## config.mk

```make
export PLATFORM = sky130hd
export DESIGN_NAME = seq_mult
export DESIGN_NICKNAME = d
export VERILOG_FILES = /design/src/rtl/seq_mult_pkg.sv /design/src/rtl/seq_mult_acc_shift_reg.sv /design/src/rtl/seq_mult.sv
export SDC_FILE = /design/constraint.sdc
export NUM_CORES = 1
export LEC_CHECK = 0
export ABC_CLOCK_PERIOD_IN_PS = 3900
export BUFFER_PORTS_ARGS = -buffer_cell sky130_fd_sc_hd__buf_4
export CELL_PAD_IN_SITES_DETAIL_PLACEMENT = 0
export CELL_PAD_IN_SITES_GLOBAL_PLACEMENT = 1
export CORE_ASPECT_RATIO = 2
export CORE_UTILIZATION = 47
export DETAILED_ROUTE_END_ITERATION = 12
export PLACE_DENSITY = 0.95
export SYNTH_ARGS = -nofsm -noshare
export SYNTH_HDL_FRONTEND = slang
export SYNTH_HIERARCHICAL = 1
export SYNTH_SLANG_ARGS = --single-unit
```

## constraint.sdc

```tcl
create_clock -name clock -period 3.9 [get_ports clock]
set_clock_uncertainty 0.1 [all_clocks]
set_input_delay 0 -clock clock [delete_from_list [all_inputs] [get_ports clock]]
set_output_delay 0 -clock clock [all_outputs]
set_load 0.05 [all_outputs]
```

## src/rtl/seq_mult_pkg.sv

```systemverilog
// Shared types and helpers for the sequential shift-add / Booth multiplier.
// Latency: n/a (declarations only).
// Backpressure: n/a.
package seq_mult_pkg;

   typedef enum logic [1:0] {
      IDLE = 2'd0,
      RUN  = 2'd1,
      DONE = 2'd2
   } state_t;

   // Iteration counter width: must be able to hold the value N itself.
   function automatic int cnt_width(input int n);
      return $clog2(n + 1);
   endfunction

endpackage

```

## src/rtl/seq_mult_acc_shift_reg.sv

```systemverilog
// Add-then-shift register holding A (N+1 bits), Q (N bits) and the Booth history bit Qm1.
// Latency: one iteration per i_step edge; i_load clears A/Qm1 and loads Q in one edge.
// Backpressure: none; it follows i_load/i_step unconditionally.
// Ports: clock, reset (sync, active-high), i_load, i_step, i_mode (1 = Booth/signed),
//        i_m (multiplicand), i_qin (multiplier), o_aq ({A[N-1:0],Q} after the current step).
module acc_shift_reg
   import seq_mult_pkg::*;
#(
   parameter int N = 8
) (
   input  logic           clock,
   input  logic           reset,
   input  logic           i_load,
   input  logic           i_step,
   input  logic           i_mode,
   input  logic [N-1:0]   i_m,
   input  logic [N-1:0]   i_qin,
   output logic [2*N-1:0] o_aq
);

   logic [N:0]   r_a;
   logic [N-1:0] r_q;
   logic         r_qm1;

   logic [N:0]   w_m_ext;
   logic [N:0]   w_sum;
   logic [N:0]   w_a_nxt;
   logic [N-1:0] w_q_nxt;

   // In signed mode the multiplicand is sign-extended into the N+1-bit adder so
   // that M = -2^(N-1) can be subtracted without overflow.
   assign w_m_ext = i_mode ? {i_m[N-1], i_m} : {1'b0, i_m};

   always_comb begin
      w_sum = r_a;
      if (i_mode) begin
         case ({r_q[0], r_qm1})
            2'b01:   w_sum = r_a + w_m_ext;
            2'b10:   w_sum = r_a - w_m_ext;
            default: w_sum = r_a;
         endcase
      end else if (r_q[0]) begin
         w_sum = r_a + w_m_ext;
      end
   end

   // Right shift of {A,Q}: unsigned inserts 0 (the carry has already landed in
   // A[N]), signed replicates A[N].
   assign w_a_nxt = {(i_mode ? w_sum[N] : 1'b0), w_sum[N:1]};
   assign w_q_nxt = {w_sum[0], r_q[N-1:1]};

   // Post-step view, so the controller can capture the product on the same
   // edge as the final iteration.
   assign o_aq = {w_a_nxt[N-1:0], w_q_nxt};

   always_ff @(posedge clock) begin
      if (reset) begin
         r_a   <= '0;
         r_q   <= '0;
         r_qm1 <= 1'b0;
      end else if (i_load) begin
         r_a   <= '0;
         r_q   <= i_qin;
         r_qm1 <= 1'b0;
      end else if (i_step) begin
         r_a   <= w_a_nxt;
         r_q   <= w_q_nxt;
         r_qm1 <= r_q[0];
      end
   end

endmodule

```

## src/rtl/seq_mult.sv

```systemverilog
// Multi-cycle N x N multiplier, unsigned shift-add or signed radix-2 Booth, selected per operation.
// Latency: start sampled at edge k -> busy for N cycles -> done pulse and product valid after edge k+N.
// Backpressure: start is ignored while busy; product is held until the next completion.
// Ports: clock, reset (sync, active-high), start, signed_mode, multiplicand, multiplier,
//        busy, done, product (2N bits).
module seq_mult
   import seq_mult_pkg::*;
#(
   parameter int N = 8
) (
   input  logic           clock,
   input  logic           reset,
   input  logic           start,
   input  logic           signed_mode,
   input  logic [N-1:0]   multiplicand,
   input  logic [N-1:0]   multiplier,
   output logic           busy,
   output logic           done,
   output logic [2*N-1:0] product
);

   localparam int CW = cnt_width(N);

   state_t           r_state;
   logic [CW-1:0]    r_count;
   logic [N-1:0]     r_m;
   logic             r_mode;
   logic             r_busy;
   logic             r_done;
   logic [2*N-1:0]   r_product;

   logic             w_load;
   logic             w_step;
   logic [2*N-1:0]   w_aq;

   // A new operation is accepted from IDLE or DONE (back-to-back).
   assign w_load = (r_state != RUN) && start;
   assign w_step = (r_state == RUN);

   acc_shift_reg #(.N(N)) u_acc (
      .clock  (clock),
      .reset  (reset),
      .i_load (w_load),
      .i_step (w_step),
      .i_mode (r_mode),
      .i_m    (r_m),
      .i_qin  (multiplier),
      .o_aq   (w_aq)
   );

   always_ff @(posedge clock) begin
      if (reset) begin
         r_state   <= IDLE;
         r_count   <= '0;
         r_m       <= '0;
         r_mode    <= 1'b0;
         r_busy    <= 1'b0;
         r_done    <= 1'b0;
         r_product <= '0;
      end else begin
         case (r_state)
            IDLE, DONE: begin
               r_done <= 1'b0;
               if (start) begin
                  r_m     <= multiplicand;
                  r_mode  <= signed_mode;
                  r_count <= CW'(N);
                  r_state <= RUN;
                  r_busy  <= 1'b1;
               end else begin
                  r_state <= IDLE;
                  r_busy  <= 1'b0;
               end
            end
            RUN: begin
               r_count <= r_count - CW'(1);
               // Last iteration happens on this edge; capture its result directly.
               if (r_count == CW'(1)) begin
                  r_product <= w_aq;
                  r_state   <= DONE;
                  r_busy    <= 1'b0;
                  r_done    <= 1'b1;
               end
            end
            default: begin
               r_state <= IDLE;
               r_busy  <= 1'b0;
               r_done  <= 1'b0;
            end
         endcase
      end
   end

   assign busy    = r_busy;
   assign done    = r_done;
   assign product = r_product;

endmodule

```

==> metrics.txt <==
Mapped Nets=460; largest net degree at the start of global routing=43; # nets final=481; TritonCTS clock tree=yes; Die H=120 um; final setup vio count=0; pwr dens=346 nW/um2; ranking of synthesized cells by area=dfxtp_1, a21oi_1, ha_1, nand2_1, buf_4; Avg Inst Size Synth=7.85 um2; Final Max Tran Viols=0; worst path cell trace=inv_1 -> ha_1 -> nor2b_1 -> a21o_1 -> o311ai_0 -> nor4_1 -> a221oi_2 -> inv_1 -> nand4_1 -> a21oi_1; Detail Route Antenna Nets=0; crit path max fanout=11; gpl congestion=0.943; first-pass GRT wire length=13.7 mm; Post-Syn Instances=418; DR DRC count=0; crit path kind=flop to flop; Core Area=6670 um2; wire length per cell=16.2 um; Avg Vias per Cell=5.69; largest stage delay on the critical path=0.57 ns; most frequent cell after synthesis=a21oi_1; Worst path top cell family by delay=simple AND/OR/NAND/NOR gates; Post-synth top cells=a21oi_1, dfxtp_1, nand2_1, inv_1, nor2_1; total negative slack=0 ns; crit path capture type=flop; main flop type after synthesis=dfxtp_1; CTS root buffer=clkbuf_16; HP Class=input port to flop; grt ovf=0; area share of the leading cell type in the synthesized netlist=0.305; worst hold margin=0.0232 ns; port bufs=37; Sink Count=50; EDFF count, synth=0; Slew headroom=0.205; Boundary Pins=38; DP Wirelength=6.39 mm; Critical Path Start Type=flop; crit path DAT=2.81 ns; clk buf depth=2; max_cap viols=0; total clock buffers created by CTS=5; Pleak=1.46 nW; Synth Cell Area=3280 um2; Buf/Inv on CP=2; Max VDD drop=0.436 mV; area leader, netlist=dfxtp_1; synthesized flop and latch total=50; initial antenna violation count=0; worst slew pin tran=1.19 ns; Initial Util=0.492; slowest stage cell on the critical path=nor2b_1; most used cell, CP=inv_1; period utilisation layout=0.690; Final Critical Period=2.69 ns; Worst EP required=4.02 ns; RSZ-0062 raised after global routing=false; drt pass-1 iters=4; vias in the first global route=2940; Total GRT Usage=0.252; routed wire length=8.57 mm; worst skew pair latency=0.29 ns; Inserted Diodes=0; layout cell share with drive strength beyond 1=0.150; fmax=0.372 GHz; die width=61.1 um; DRT iter0 DRCs=117; run status=finished, final reports clean; row cnt=42; sequential element share of the synthesized area=0.305; Syn. warnings=6; cts repair resizes=0; clock slew at reported path FFs=0.06 ns; Die Area=7340 um2; final hold violations=0; H-tree Lvls=2; Post-synth ARST share=0; Area Growth Syn to Fin=14.0%; Vias=3002; post-synth cell types=61
## cell usage in the layout (no fill, tap or decap), drive strengths merged, types with 6 or more instances in the layout
master       instances
nand2b               8
buf                 40
inv                 31
nand2               38
nand3                7
mux2i               10
nand4               17
clkbuf               7
dlygate4sd3         17
a21oi               53
nor2b                8
dfxtp               50
o21ai               32
ha                  20
a31oi                6
nor2                32
## sequential cells by signal (all words and copies together) (netlist names)
name and cells:
busy 1, done 1, product 16, r_count 4
r_m 8, r_mode 1, r_state 1, u_acc/r_a 9
u_acc/r_q 8, u_acc/r_qm1 1
## logic make-up after synthesis
family	after synthesis	synth area share
mux	10	0.0305
flops	50	0.305
simple gates	131	0.197
xor+xnor	7	0.0187
buf+inv	74	0.117
compound gates	124	0.243
fa+ha+maj	22	0.0884
## worst reg2reg max path, delay by kind of cell (launching register included)
family                     cells  cell delay [ns]
DFF                            1             0.44
AOI/OAI and AO/OA              4             0.59
adders and majority gates      1             0.38
and+or+nand+nor                3             0.95
buffers and inverters          2             0.17
## power by group
| part | total (mW) | leakage (nW) | internal, mW | switching, mW |
|---|---|---|---|---|
| sequential | 0.557 | 0.407 | 0.533 | 0.0244 |
| combinational | 0.301 | 0.983 | 0.114 | 0.187 |
| clock | 0.437 | 0.0739 | 0.254 | 0.182 |
## what timing repair did
item	CTS	global route
buffers inserted	0	0
endpoints found under the hold margin	17	0
endpoints found under the setup margin	0	0
hold buffers	17	0
## routing by layer
metal	part of all wire	vias to the layer above	global-route usage	wire length, um
met5	0	-	0	0
met4	0.074	0	0.183	631
met3	0.025	29	0.0299	212
met2	0.54	69	0.442	4640
met1	0.36	1411	0.255	3080
li1	-	1493	-	-
## layout make-up
class	count	area, um2
fill	653	2930
multi-input combinational	294	1900
tap	88	110
timing repair buffer	57	470
clock buffer	7	143
sequential	50	1000
clock inverter	1	5.00
inverter	31	116
## path summary, 6_finish.rpt
| path | end | slack (ns) | cells after the start | startpoint |
|---|---|---|---|---|
| setup reg to reg | product[14] | 1.21 | 10 | u_acc/r_q[0] |
| hold reg to reg | product[10] | 0.37 | 2 | product[10] |
| setup / recovery | product[14] | 1.21 | 10 | u_acc/r_q[0] |
| hold / removal | u_acc/r_q[0] | 0.02 | 2 | reset |
## per-stage QoR
stage	total power, mW	area, um2	util	instances	setup WS [ns]
global placement	0.846	3430	0.513	503	1.34
global route	1.35	3740	0.561	528	0.959
detailed placement	0.851	3430	0.513	503	1.27
floorplan	0.794	3280	-	418	1.46
CTS	1.30	3740	0.561	528	1.24
finish	1.30	3740	0.561	528	1.21
No activity file was read; power rests on OpenSTA's default activity.
